--- src/rtl/rtlmeter_pkg.sv ---
// Shared types for the RTLMeter cycle sampler: snapshot record layout, FSM states
// and a saturating increment used by all counters.
package rtlmeter_pkg;

    localparam int SMP_CNT_W = 64;
    localparam int SMP_EVT_W = 32;
    localparam int SAT_MAX_W = 64;

    typedef struct packed {
        logic                 fin;
        logic [SMP_EVT_W-1:0] events;
        logic [SMP_CNT_W-1:0] cycles;
    } sample_t;

    typedef enum logic [1:0] {
        RUN   = 2'd0,
        FLUSH = 2'd1,
        DONE  = 2'd2
    } state_e;

    // Increment v by inc, holding at all-ones of a w-bit counter (w <= SAT_MAX_W).
    function automatic logic [SAT_MAX_W-1:0] sat_inc(input logic [SAT_MAX_W-1:0] v,
                                                     input logic                 inc,
                                                     input int unsigned          w);
        logic [SAT_MAX_W-1:0] top;
        top = (w >= SAT_MAX_W) ? '1 : ((SAT_MAX_W'(1) << w) - SAT_MAX_W'(1));
        return (inc && (v != top)) ? v + SAT_MAX_W'(1) : v;
    endfunction

endpackage

--- src/rtl/rtlmeter_sample_fifo.sv ---
// Pointer FIFO with wrap bit; 1-cycle push-to-visible, head read combinationally (0 when empty).
// Push while full is ignored unless a pop happens on the same edge.
module rtlmeter_sample_fifo #(
    parameter int DEPTH = 4,
    parameter int WIDTH = 8
) (
    input  logic             clk,
    input  logic             rst,
    input  logic             push,
    input  logic [WIDTH-1:0] push_data,
    output logic             full,
    input  logic             pop,
    output logic [WIDTH-1:0] pop_data,
    output logic             empty
);

    localparam int AW = $clog2(DEPTH);

    logic [AW:0]      wr_q, rd_q;
    logic [WIDTH-1:0] mem_q [DEPTH];
    logic             do_push, do_pop;

    assign empty   = (wr_q == rd_q);
    assign full    = (wr_q[AW] != rd_q[AW]) && (wr_q[AW-1:0] == rd_q[AW-1:0]);
    assign do_pop  = pop && !empty;
    assign do_push = push && (!full || do_pop);

    always_ff @(posedge clk or posedge rst) begin
        if (rst) begin
            wr_q <= '0;
            rd_q <= '0;
        end else begin
            if (do_push) wr_q <= wr_q + (AW+1)'(1);
            if (do_pop)  rd_q <= rd_q + (AW+1)'(1);
        end
    end

    // When full with a same-edge pop, the write lands in the slot being vacated.
    always_ff @(posedge clk) begin
        if (do_push) mem_q[wr_q[AW-1:0]] <= push_data;
    end

    assign pop_data = empty ? '0 : mem_q[rd_q[AW-1:0]];

endmodule

--- src/rtl/rtlmeter_cycle_sampler.sv ---
// Counts enabled cycles/events and queues periodic {cycles, events} snapshots; with a budget, flushes a final record then halts.
// Record visible 1 cycle after its push; periodic records dropped (and counted) when full, final record waits for space.
module rtlmeter_cycle_sampler
    import rtlmeter_pkg::*;
#(
    parameter int              CNT_W    = 64,
    parameter int              EVT_W    = 32,
    parameter int              INTERVAL = 1000,
    parameter int              DEPTH    = 4,
    parameter longint unsigned LIMIT    = 0,
    parameter int              DROP_W   = 16
) (
    input  logic              clk,
    input  logic              rst,
    input  logic              en,
    input  logic              evt_inc,
    output logic              smp_valid,
    input  logic              smp_ready,
    output logic [CNT_W-1:0]  smp_cycles,
    output logic [EVT_W-1:0]  smp_events,
    output logic              smp_final,
    output logic [DROP_W-1:0] drop_cnt,
    output logic [CNT_W-1:0]  cycles,
    output logic              done
);

    localparam int              IVL_W    = (INTERVAL > 1) ? $clog2(INTERVAL) : 1;
    localparam logic [IVL_W-1:0] IVL_LAST = IVL_W'(INTERVAL - 1);
    localparam logic [CNT_W-1:0] LIMIT_C  = CNT_W'(LIMIT);
    // A budget beyond the counter range can never be hit because the counter saturates.
    localparam bit LIMIT_ON = (LIMIT != 0) && ((CNT_W >= 64) || (LIMIT < (64'd1 << CNT_W)));

    typedef struct packed {
        logic             fin;
        logic [EVT_W-1:0] events;
        logic [CNT_W-1:0] cycles;
    } rec_t;

    state_e            state_q, state_d;
    logic [CNT_W-1:0]  cyc_q, cyc_d;
    logic [EVT_W-1:0]  evt_q, evt_d;
    logic [IVL_W-1:0]  ivl_q, ivl_d;
    logic [DROP_W-1:0] drop_q, drop_d;
    logic              done_q, done_d;

    logic fifo_full, fifo_empty, pop, space, push;
    rec_t push_rec, pop_rec;

    assign pop   = !fifo_empty && smp_ready;
    assign space = !fifo_full || pop;

    always_comb begin
        state_d  = state_q;
        cyc_d    = cyc_q;
        evt_d    = evt_q;
        ivl_d    = ivl_q;
        drop_d   = drop_q;
        done_d   = done_q;
        push     = 1'b0;
        push_rec = '0;
        case (state_q)
            RUN: begin
                if (en) begin
                    cyc_d = CNT_W'(sat_inc(SAT_MAX_W'(cyc_q), 1'b1, CNT_W));
                    evt_d = EVT_W'(sat_inc(SAT_MAX_W'(evt_q), evt_inc, EVT_W));
                    ivl_d = (ivl_q == IVL_LAST) ? '0 : ivl_q + IVL_W'(1);
                    if (LIMIT_ON && (cyc_d == LIMIT_C)) begin
                        state_d = FLUSH;
                    end else if (ivl_q == IVL_LAST) begin
                        if (space) begin
                            push            = 1'b1;
                            push_rec.fin    = 1'b0;
                            push_rec.events = evt_d;
                            push_rec.cycles = cyc_d;
                        end else begin
                            drop_d = DROP_W'(sat_inc(SAT_MAX_W'(drop_q), 1'b1, DROP_W));
                        end
                    end
                end
            end
            FLUSH: begin
                if (space) begin
                    push            = 1'b1;
                    push_rec.fin    = 1'b1;
                    push_rec.events = evt_q;
                    push_rec.cycles = cyc_q;
                    state_d         = DONE;
                    done_d          = 1'b1;
                end
            end
            DONE:    ;
            default: state_d = RUN;
        endcase
    end

    always_ff @(posedge clk or posedge rst) begin
        if (rst) begin
            state_q <= RUN;
            cyc_q   <= '0;
            evt_q   <= '0;
            ivl_q   <= '0;
            drop_q  <= '0;
            done_q  <= 1'b0;
        end else begin
            state_q <= state_d;
            cyc_q   <= cyc_d;
            evt_q   <= evt_d;
            ivl_q   <= ivl_d;
            drop_q  <= drop_d;
            done_q  <= done_d;
        end
    end

    rtlmeter_sample_fifo #(
        .DEPTH (DEPTH),
        .WIDTH ($bits(rec_t))
    ) u_fifo (
        .clk       (clk),
        .rst       (rst),
        .push      (push),
        .push_data (push_rec),
        .full      (fifo_full),
        .pop       (pop),
        .pop_data  (pop_rec),
        .empty     (fifo_empty)
    );

    assign smp_valid  = !fifo_empty;
    assign smp_cycles = pop_rec.cycles;
    assign smp_events = pop_rec.events;
    assign smp_final  = pop_rec.fin;
    assign drop_cnt   = drop_q;
    assign cycles     = cyc_q;
    assign done       = done_q;

endmodule

--- config.mk ---
export PLATFORM = sky130hd
export DESIGN_NAME = rtlmeter_cycle_sampler
export DESIGN_NICKNAME = d
export VERILOG_FILES = /design/src/rtl/rtlmeter_pkg.sv /design/src/rtl/rtlmeter_sample_fifo.sv /design/src/rtl/rtlmeter_cycle_sampler.sv
export SDC_FILE = /design/constraint.sdc
export NUM_CORES = 1
export LEC_CHECK = 0
export BUFFER_PORTS_ARGS = -buffer_cell sky130_fd_sc_hd__buf_2
export CORE_MARGIN = 5
export CORE_UTILIZATION = 65
export DETAILED_ROUTE_END_ITERATION = 6
export MAX_ROUTING_LAYER = met4
export PLACE_DENSITY = 0.88
export RECOVER_POWER = 100
export SLEW_MARGIN = 20
export SYNTH_ARGS = -nofsm -noshare
export SYNTH_HDL_FRONTEND = slang
export SYNTH_HIERARCHICAL = 1
export SYNTH_SLANG_ARGS = --single-unit
--- constraint.sdc ---
create_clock -name clk -period 11.5 [get_ports clk]
set_input_delay 1.15 -clock clk [delete_from_list [all_inputs] [get_ports clk]]
set_output_delay 1.15 -clock clk [all_outputs]
set_load 0.005 [all_outputs]
==> impl_results.md <==
* First-pass GRT wire length at 90.94 mm
* DRC errors left at 0
* Worst Setup Path Type: in -> reg
* Crit share post-route at 68.74%
* Hold Crit Class: reg -> reg
* Yosys reg bits at 516
* Internal at 3.525 mW
* Most frequent cells after synthesis: edfxtp_1 (388), nor2_1 (134), dfrtp_1 (128), xnor2_1 (107), nor2b_1 (100)
* Worst slack, placed at 5.785 ns
* Flop pwr share at 44.0%
* Netlist cell types at 63
* Hold_buf cts at 0
* Largest net degree at the start of global routing at 73
* Vias per cell at 6.587
* Met2 Use GR at 46.83%
* Sink Count at 516
* Number of buffers created by CTS at 50
* Total grt overflow at 0
* Initial Util at 65.71%
* Core Box Area at 35480 sq um
* Clock slew at reported path FFs at 0.06 ns
* Gate power share at 20.3%
* Hold_sp: drop_cnt[14]$_DFFE_PP0P_
* GR Util met1 at 42.91%
* F_max at 0.1265 GHz
* Top-count cell post-synth: edfxtp_1
* Cell depth of the worst hold path at 1
* Final core occ at 73.37%
* Vias in the first global route at 15410
* Die extent in x at 199.4 um
* PwrDens at 186.5 nW/um^2
* IO Pins at 184
* Clock share of power at 35.7%
* Worst Skew at 0.02526 ns
* Worst Tran Pin Value at 3.933 ns
* Final WS setup at 3.595 ns
* DR iter-0 viols at 1923
* Max cap viols at 9
* Min Tclk post-route at 7.905 ns
* Switching Share at 27.42%
* R2r setup slk at 3.84 ns
* Post-synth top flop: edfxtp_1
* Post-CTS Setup Bufs at 0
* Synth warn at 6
* Hpwl dp at 37.25 mm
* Startpoint types: input port
* Post-synth top area share at 49.97%
* WL final at 59.19 mm
* Post-synthesis sequential area ratio at 63.70%
* Worst-path fanout max at 52
* Filler cell count at 2198
* Worst Setup End Kind: flip-flop
* Gr busiest metal: met2
* Skew-Pair Late Insertion Delay at 0.58 ns
* RSZ-0062 raised after global routing: false
* Vias at 15200
* Setup total negative slack at 0 ns
* Post-synth EDFFs at 388
* Worst r2r path cells at 9
* Worst reg2reg endpoint: u_fifo/mem_q[2][81]$_DFFE_PP_
* CTS resizes at 0
* # nets final at 1819
* Die H at 199.4 um
* Mapped Cells at 1645
* Die area at 39760 sq um
* Area grow syn2layout at 11.65%
* WL per Instance at 25.64 um
* Hold EP: drop_cnt[14]$_DFFE_PP0P_
* Crit Reg-Reg Startpoint: u_fifo/rd_q[0]$_DFFE_PP0P_
* Worst EP arrival at 8.10 ns
* Diode count at 0
* Relative slew slack at -162.2%
* Switch Pwr at 1.332 mW
* Initial antenna violation count at 0
* Crit path required time at 11.69 ns
* Met3 Usage GRT at 5.480%
* DRT Pass-1 Iters at 6
* Min Hold Slack at 0.4927 ns
* Violated checks: max-capacitance violations, max-slew violations
* CTS tree: built
* Row count at 69
* Setup violations, final at 0
* Root buffer cell: clkbuf_16
* Gr usage total at 30.74%
* Synth area leader: edfxtp_1
* CTS Buffer Depth at 3
* Number of I/O port buffers at 182
* Proportion of layout cells with a drive suffix above 1 at 12.45%
* Final ANT Viol Nets at 0
* Final Max Slew Viols at 403
* Syn_area_per_cell at 14.17 sq um
* Routability cong. at 0.9699
* Status: finished with violations
* Largest cells by area after synthesis: edfxtp_1 (50%), dfrtp_1 (14%), mux4_2 (9.4%)
* Final Hold Vio Count at 0
* Ys async rst share at 24.81%
* Peak supply drop at 0.1485 mV
* P_leak at 8.406 nW
* # H-tree levels at 2
* Cell Area, Synth at 23320 sq um
[placed cells by master (no fill, tap or decap), types with 7 or more instances in the layout]
cell type / count
o21ai_0: 30
mux4_2: 97
clkbuf_1: 169
nand4_1: 66
nor2b_1: 100
nor4b_1: 7
edfxtp_1: 388
ha_1: 9
inv_1: 15
nor3_1: 47
nand2_1: 93
bufinv_16: 8
buf_2: 19
o21a_1: 7
and3_1: 21
a21oi_1: 29
clkbuf_8: 9
and4_1: 12
dfrtp_1: 127
clkbuf_2: 7
o211ai_1: 8
clkbuf_16: 50
nand3_1: 55
or4_1: 18
buf_4: 9
nor4_1: 23
nor2_1: 134
xor2_1: 75
xnor2_1: 107
o31ai_1: 11
or3_1: 19
[final cells by class]
type / count / area (sq um) / share of cell area [%]
clock inverters: 25 / 352.8 / 1.355
clock buffers: 69 / 1413 / 5.426
inverters: 17 / 66.31 / 0.2547
multi-input cells: 1022 / 7934 / 30.48
repair buffers: 198 / 833.3 / 3.201
flip-flops and latches: 516 / 14860 / 57.07
well taps: 461 / 576.8 / 2.216
[how the worst max path moves through the flow]
stage / start / endpoint / slack (ns)
floorplan: en / u_fifo/mem_q[1][0]$_DFFE_PP_ / 6.50
global placement: en / u_fifo/mem_q[3][74]$_DFFE_PP_ / 5.92
detailed placement: en / u_fifo/mem_q[3][64]$_DFFE_PP_ / 5.79
CTS: u_fifo/rd_q[0]$_DFFE_PP0P_ / smp_cycles[53] / 6.32
global route: en / u_fifo/mem_q[2][30]$_DFFE_PP_ / 3.21
finish: en / u_fifo/mem_q[2][81]$_DFFE_PP_ / 3.59
[metrics by stage]
step / area [sq um] / total power, mW / std cells
floorplan: 23330 / 2.807 / 1649
global placement: 24540 / 3.165 / 2213
detailed placement: 24540 / 3.183 / 2213
CTS: 26300 / 4.920 / 2307
global route: 26030 / 5.052 / 2308
finish: 26030 / 4.857 / 2308
[power groups by stage]
stage               combinational, mW  clock, mW  sequential [mW]
finish                          0.984       1.74             2.14
global route                     1.07       1.84             2.15
detailed placement              0.979          0             2.20
CTS                              1.00       1.75             2.17
global placement                0.970          0             2.19
floorplan                       0.717          0             2.09
[worst max-delay path: stages]
cell,delay (ns)
clkbuf_1,0.90
inv_1,0.57
nor4_1,0.88
nand2_1,0.89
inv_1,0.55
and3_1,2.21
buf_4,0.85
[state kept, by name, summed over array words and instances, names as in the netlist]
signal        cells
cycles           64
drop_cnt         16
evt_q            32
ivl_q            10
u_fifo/mem_q    388
u_fifo/rd_q       3
u_fifo/wr_q       3
[cells by family after synthesis]
group	after synthesis	share of synthesized area (%)
buf+inv	111	2.146
compound gates	102	2.753
fa+ha+maj	9	0.4829
flops	516	63.70
mux	100	9.508
simple gates	623	14.40
other cells	1	0.01608
xor+xnor	183	6.987
[layer usage]
layer / wire length, um / share of wire, %
met3: 6014 / 10
met5: 0 / 0
met4: 2209 / 3.7
met1: 22330 / 38
met2: 28640 / 48
Note: power is estimated with default switching activity, not from simulation.
